[config.mk]
export PLATFORM = sky130hd
export DESIGN_NAME = mmio_fabric
export DESIGN_NICKNAME = d
export VERILOG_FILES = /design/src/rtl/mmio_pkg.sv /design/src/rtl/mmio_in_capture.sv /design/src/rtl/mmio_fabric.sv
export SDC_FILE = /design/constraint.sdc
export NUM_CORES = 1
export LEC_CHECK = 0
export BUFFER_PORTS_ARGS = -buffer_cell sky130_fd_sc_hd__buf_2
export CAP_MARGIN = 10
export CORE_ASPECT_RATIO = 0.75
export CORE_MARGIN = 1.5
export CORE_UTILIZATION = 25
export CTS_CLUSTER_DIAMETER = 200
export CTS_CLUSTER_SIZE = 10
export DETAILED_ROUTE_END_ITERATION = 8
export SLEW_MARGIN = 15
export SYNTH_ARGS = -nofsm -noshare
export SYNTH_HDL_FRONTEND = slang
export SYNTH_SLANG_ARGS = --single-unit
[constraint.sdc]
create_clock -name clk -period 2.64 [get_ports clk]
set_input_delay 0.264 -clock clk [delete_from_list [all_inputs] [get_ports clk]]
set_output_delay 0.264 -clock clk [all_outputs]
set_load 0.01 [all_outputs]
[src/rtl/mmio_pkg.sv]
// Shared definitions for the MMIO fabric: window offsets, write-alias modes
// and the read-modify-write helper used by the output registers.
package mmio_pkg;

  localparam logic [8:0] OFF_IN     = 9'h100;
  localparam logic [8:0] OFF_STATUS = 9'h180;
  localparam logic [8:0] OFF_ERR    = 9'h184;

  typedef enum logic [1:0] {
    WR_WRITE = 2'b00,
    WR_SET   = 2'b01,
    WR_CLR   = 2'b10,
    WR_TGL   = 2'b11
  } wr_mode_t;

  function automatic logic [31:0] apply_mode(input logic [31:0] old,
                                             input logic [31:0] operand,
                                             input wr_mode_t    mode);
    logic [31:0] res;
    case (mode)
      WR_WRITE: res = operand;
      WR_SET:   res = old | operand;
      WR_CLR:   res = old & ~operand;
      WR_TGL:   res = old ^ operand;
      default:  res = old;
    endcase
    return res;
  endfunction

endpackage

[src/rtl/mmio_in_capture.sv]
// One input channel: sample register plus sticky new-data flag.
// A fresh sample always wins over a clear landing in the same cycle.
module mmio_in_capture
  import mmio_pkg::*;
#(
  parameter int W = 17
) (
  input  logic         clk,
  input  logic         reset,
  input  logic         valid,
  input  logic         clear,
  input  logic [W-1:0] sample,
  output logic [W-1:0] data,
  output logic         flag
);

  // Sample capture and flag set/clear
  always_ff @(posedge clk) begin
    if (reset) begin
      data <= '0;
      flag <= 1'b0;
    end else begin
      if (valid) begin
        data <= sample;
        flag <= 1'b1;
      end else if (clear) begin
        flag <= 1'b0;
      end
    end
  end

endmodule

[src/rtl/mmio_fabric.sv]
// Windowed MMIO fabric: output registers with set/clear/toggle aliases,
// sampled input channels, status flags and a sticky unmapped-access counter.
module mmio_fabric
  import mmio_pkg::*;
#(
  parameter logic [31:0] IO_BASE = 32'h0000_0800,
  parameter int          NUM_OUT = 4,
  parameter int          OUT_W   = 16,
  parameter int          NUM_IN  = 2,
  parameter int          IN_W    = 17,
  parameter logic [31:0] OUT_RST = 32'h0
) (
  input  logic                     clk,
  input  logic                     reset,
  input  logic                     memWrite,
  input  logic                     memRead,
  input  logic [31:0]              address,
  input  logic [31:0]              writeData,
  output logic [31:0]              readData,
  output logic                     dmem_we,
  input  logic [31:0]              dmem_rdata,
  output logic [NUM_OUT*OUT_W-1:0] out_regs,
  input  logic [NUM_IN*IN_W-1:0]   in_data,
  input  logic [NUM_IN-1:0]        in_valid
);

  localparam logic [4:0] NUM_OUT_L = 5'(NUM_OUT);
  localparam logic [4:0] NUM_IN_L  = 5'(NUM_IN);

  logic [OUT_W-1:0]  out_q [NUM_OUT];
  logic [IN_W-1:0]   samples [NUM_IN];
  logic [NUM_IN-1:0] flags;
  logic [NUM_IN-1:0] clr;
  logic              err_flag;
  logic [15:0]       err_cnt;

  logic [8:0]  off;
  logic [3:0]  idx;
  logic        hit, out_ok, in_sel, in_ok, is_status, is_err;
  logic        mapped_rd, mapped_wr, unmapped_access;
  logic [31:0] out_rd, in_rd, io_rd, mode_res;
  logic [OUT_W-1:0] out_next;
  logic        unused_bits;

  assign off       = address[8:0];
  assign idx       = off[5:2];
  assign hit       = (address[31:9] == IO_BASE[31:9]);
  assign out_ok    = hit && !off[8] && ({1'b0, idx} < NUM_OUT_L);
  assign in_sel    = hit && (off[8:7] == OFF_IN[8:7]);
  assign in_ok     = in_sel && ({1'b0, idx} < NUM_IN_L);
  assign is_status = hit && (off[8:2] == OFF_STATUS[8:2]);
  assign is_err    = hit && (off[8:2] == OFF_ERR[8:2]);

  // IN channels are read-only, so a store there counts as unmapped
  assign mapped_rd       = out_ok || in_ok || is_status || is_err;
  assign mapped_wr       = out_ok || is_status || is_err;
  assign unmapped_access = hit && ((memRead && !mapped_rd) || (memWrite && !mapped_wr));

  assign dmem_we     = memWrite && !hit;
  assign readData    = hit ? io_rd : dmem_rdata;
  assign mode_res    = apply_mode(out_rd, writeData, wr_mode_t'(off[7:6]));
  assign out_next    = OUT_W'(mode_res);
  assign unused_bits = ^{off[1:0], off[6], mode_res};

  // Selected OUT register and IN sample, zero-extended
  always_comb begin
    out_rd = 32'h0;
    in_rd  = 32'h0;
    for (int i = 0; i < NUM_OUT; i++) begin
      out_rd = out_rd | ((idx == 4'(i)) ? 32'(out_q[i]) : 32'h0);
    end
    for (int i = 0; i < NUM_IN; i++) begin
      in_rd = in_rd | ((idx == 4'(i)) ? 32'(samples[i]) : 32'h0);
    end
  end

  // In-window read mux; unmapped offsets read as zero
  always_comb begin
    io_rd = 32'h0;
    if (out_ok) begin
      io_rd = out_rd;
    end else if (in_ok) begin
      io_rd = in_rd;
    end else if (is_status) begin
      io_rd = 32'(flags);
    end else if (is_err) begin
      io_rd = {err_flag, 15'h0, err_cnt};
    end else begin
      io_rd = 32'h0;
    end
  end

  // OUT register array with write/set/clear/toggle aliases
  always_ff @(posedge clk) begin
    if (reset) begin
      for (int i = 0; i < NUM_OUT; i++) out_q[i] <= OUT_RST[OUT_W-1:0];
    end else if (memWrite && out_ok) begin
      for (int i = 0; i < NUM_OUT; i++) begin
        if (idx == 4'(i)) out_q[i] <= out_next;
      end
    end
  end

  // Sticky error and saturating unmapped-access count
  always_ff @(posedge clk) begin
    if (reset) begin
      err_flag <= 1'b0;
      err_cnt  <= 16'h0;
    end else if (is_err && memWrite) begin
      err_flag <= 1'b0;
      err_cnt  <= 16'h0;
    end else if (unmapped_access) begin
      err_flag <= 1'b1;
      if (err_cnt != 16'hFFFF) err_cnt <= err_cnt + 16'd1;
    end
  end

  for (genvar g = 0; g < NUM_OUT; g++) begin : g_out
    assign out_regs[g*OUT_W +: OUT_W] = out_q[g];
  end

  // Status read clears the flags it returned; W1C clears the written ones
  for (genvar g = 0; g < NUM_IN; g++) begin : g_in
    assign clr[g] = is_status && ((memRead && flags[g]) || (memWrite && writeData[g]));

    mmio_in_capture #(.W(IN_W)) u_cap (
      .clk    (clk),
      .reset  (reset),
      .valid  (in_valid[g]),
      .clear  (clr[g]),
      .sample (in_data[g*IN_W +: IN_W]),
      .data   (samples[g]),
      .flag   (flags[g])
    );
  end

endmodule
==> flow_summary_export.csv <==
group,metric,value,unit
power_and_ir_drop,cellLeakagePower,3.85,nW
worst_setup_path,reg2reg_depth,5,
sta,post-route-min-period,2.48,ns
cts,worst_skew_pair.late_latency,0.43,ns
synth,synth-async-reset-ratio,0,%
synth,ys_seq_area_share,44.1,%
hold_path,min_path_cells,3,
finish,area_delta_synth_final,32.9,%
detailed_routing,antenna_left,0,
power_and_ir_drop,powerDensity,564,mW/mm2
cts,hold_buffers,0,
synth,synth_area_per_cell,10.3,um2
finish,drive_gt1_share,36.2,%
synth,yosys-top-cells-area,"edfxtp_1 (28%), dfxtp_1 (16%), mux4_2 (11%)",
placement,place_congestion,0.812,
synth,syn_area,0.00677,mm2
worst_setup_path,path_class,"reg2out",
floorplan,initial_utilization,25.8,%
cts,numCtsBuffers,17,
detailed_routing,wl,24100,um
detailed_routing,wl_per_cell,19.4,um
placement,dp_hpwl,17600,um
worst_setup_path,cp_slowest_cell,"mux4_2",
power_and_ir_drop,irDropWorstVdd,0.458,mV
cts,clk_pin_slew_worst_paths,0.06,ns
grt,grt_pass1_vias,5838,
outcome,status,"finished, final reports clean",
worst_setup_path,cp_data_arrival_time,2.21,ns
sta,max_slew.worst_pin.slew,0.716,ns
synth,synth_seq_cells,117,
grt,grt-ovfl-total,0,
synth,synth_top_area_share,28.4,%
synth,synthesis.nets,828,
hold_path,hp-class,"in2reg",
sta,fmax,404,MHz
worst_setup_path,worst-path-buf-inv,1,
detailed_routing,drtPass1Iterations,6,
detailed_routing,vias_per_cell,4.84,
detailed_routing,num_vias,6017,
sta,maxSlewHeadroom,51.7,%
sta,setup_tns,0,ns
synth,ys_types,49,
synth,synth_top_cell_by_area,"edfxtp_1",
floorplan,die_w,193,um
grt,antenna_found_initial,4,
floorplan,std_cell_rows,51,
detailed_routing,first_iter_violations,353,
synth,yosysWarnings,0,
finish,fill_cells,2707,
sta,whs,0.0712,ns
sta,post-route-period-util,93.8,%
grt,grt_pass1_wl,34800,um
worst_setup_path,endpoint_kind,"primary output",
floorplan,core_area,0.0263,mm2
synth,synth-edff-count,64,
sta,finalSetupViolations,0,
sta,slew_violations,0,
sta,hold_violations,0,
worst_setup_path,cp.depth,5,
worst_setup_path,max_stage_delay,0.48,ns
finish,nets,1051,
grt,grt_max_degree,27,
cts,clockBufferDepth,2,
cts,cts_tree,"yes",
detailed_routing,drc,0,
sta,rsz0062_at_grt,"no",
grt,track_usage,17.0,%
floorplan,dieArea,0.0281,mm2
cts,root_buffer,"clkbuf_16",
floorplan,fp.dieH,146,um
floorplan,ios,233,
worst_setup_path,worst_ep_required_time,2.38,ns
cts,clock_sinks,117,
cts,htreeDepth,4,
placement,portBuffers,214,
sta,clock_skew,0.00968,ns
synth,synth_cells,659,
worst_setup_path,worstPathCellList,"mux4_2, and2_4, a222oi_1, o21ai_1, buf_2",
run,cap_violations,0,
worst_setup_path,cp_max_fo,3,
worst_setup_path,startpoint_type,"flip-flop",
worst_setup_path,cp_top_family,"compound AO/OA/AOI/OAI gates",
synth,ys.flop_type,"edfxtp_1",
==> power breakdown <==
group	internal [mW]	switching, mW	leakage, nW
Combinational	0.274	0.322	2.46
Sequential	1.98	0.0360	1.10
Clock	1.57	0.883	0.291
==> cells by family (layout without fill, tap and decap cells) <==
kind of cell,count (synthesis),in the layout,share of synthesized area [%]
AOI/OAI and AO/OA,108,108,10.8
adders and majority gates,33,33,6.10
buffers and inverters,96,332,5.84
DFF,117,117,44.1
muxes,71,71,16.5
other,0,4,0
and+or+nand+nor,234,234,16.7
==> path summary, 6_finish.rpt <==
kind,start,end,slack (ns)
min reg2reg,g_in[0].u_cap.flag,g_in[0].u_cap.flag,0.49
max,out_q[0][0],readData[0],0.16
max reg2reg,err_cnt[0],err_cnt[14],0.33
min,in_data[28],g_in[1].u_cap.data[11],0.07
==> registers in the layout, summed over array words and instances, names as in the netlist <==
name             flops
err_flag             1
g_in.u_cap.flag      2
g_in.u_cap.data     34
out_q               64
err_cnt             16
==> cell type report <==
type	count	area [um2]	share of cell area (%)
clock buffer	19	433	4.81
tap	344	430	4.78
inverter	50	188	2.09
sequential	117	2980	33.2
antenna	4	10.0	0.111
clock inverter	13	183	2.03
multi-input combinational	446	3400	37.8
timing repair buffer	250	1370	15.2
==> routing by layer <==
metal  vias up  GRT usage (%)  share of wire (%)
met1      2932           23.6                 48
met5         -              0              0.054
met3        25           4.17                5.6
met2       211           25.6                 45
met4         2           5.96                1.9
li1       2847              -                  -
==> cell usage in the layout, fill, tap and decap left out, types with 3 or more instances in the layout <==
cell        synthesis  routed
nand2_1            18      18
bufinv_16           0       4
nor4_1              7       7
a22oi_1            14      14
dfxtp_1            53      53
o31ai_1             7       7
edfxtp_1           64      64
and2_1             34      33
o21ai_0             8       7
mux4_2             32      32
nand3_1             6       6
a22o_1             14      14
nor3_1              9       7
nor2_1            124     124
or3_1               5       5
clkbuf_16           0      17
ha_1               33      33
buf_2              12     214
nand4_1             9       9
diode_2             0       4
a41o_1              3       3
mux2i_1            35      35
mux2_2              4       4
buf_4               5      34
or4_1               9       9
clkinv_4            0       3
a21oi_1            41      41
o41ai_1             3       3
inv_1              50      50
o21a_1              3       3
clkinvlp_4          0       3
==> worst register-to-register path, delay by kind of cell, from the launching register on <==
kind	cells	cell delay (ns)
adder cells (fa/ha/maj)	1	0.34
AO/OA/AOI/OAI	1	0.30
flip-flops	1	0.46
AND/OR/NAND/NOR	2	0.98
buffers and inverters	1	0.14
==> cells in the mapped netlist, types with 8 or more instances <==
cell,number
a22oi_1,14
nand2_1,18
and2_1,34
o21ai_0,8
nor3_1,9
a21oi_1,41
inv_1,50
nor2_1,124
ha_1,33
dfxtp_1,53
edfxtp_1,64
nand4_1,9
a22o_1,14
or4_1,9
mux2i_1,35
buf_2,12
mux4_2,32
clkbuf_1,25
==> timing repair <==
| item | in CTS | in global routing |
|---|---|---|
| endpoints found under the setup margin | 0 | 1 |
| setup buffers | 0 | 1 |
| gates resized for setup | 0 | 3 |
==> through the flow <==
step	cell area [um2]	utilization [%]	total power, mW	cells	setup slack (ns)
5_1_grt	8990	34.2	5.27	1241	0.00888
2_1_floorplan	6770	-	2.37	659	0.158
3_5_place_dp	8360	31.8	2.65	1206	0.112
3_3_place_gp	8360	31.8	2.64	1206	0.142
4_1_cts	8980	34.1	5.14	1238	0.0782
6_report	9000	34.2	5.07	1243	0.163
No activity file was read; power rests on OpenSTA's default activity.
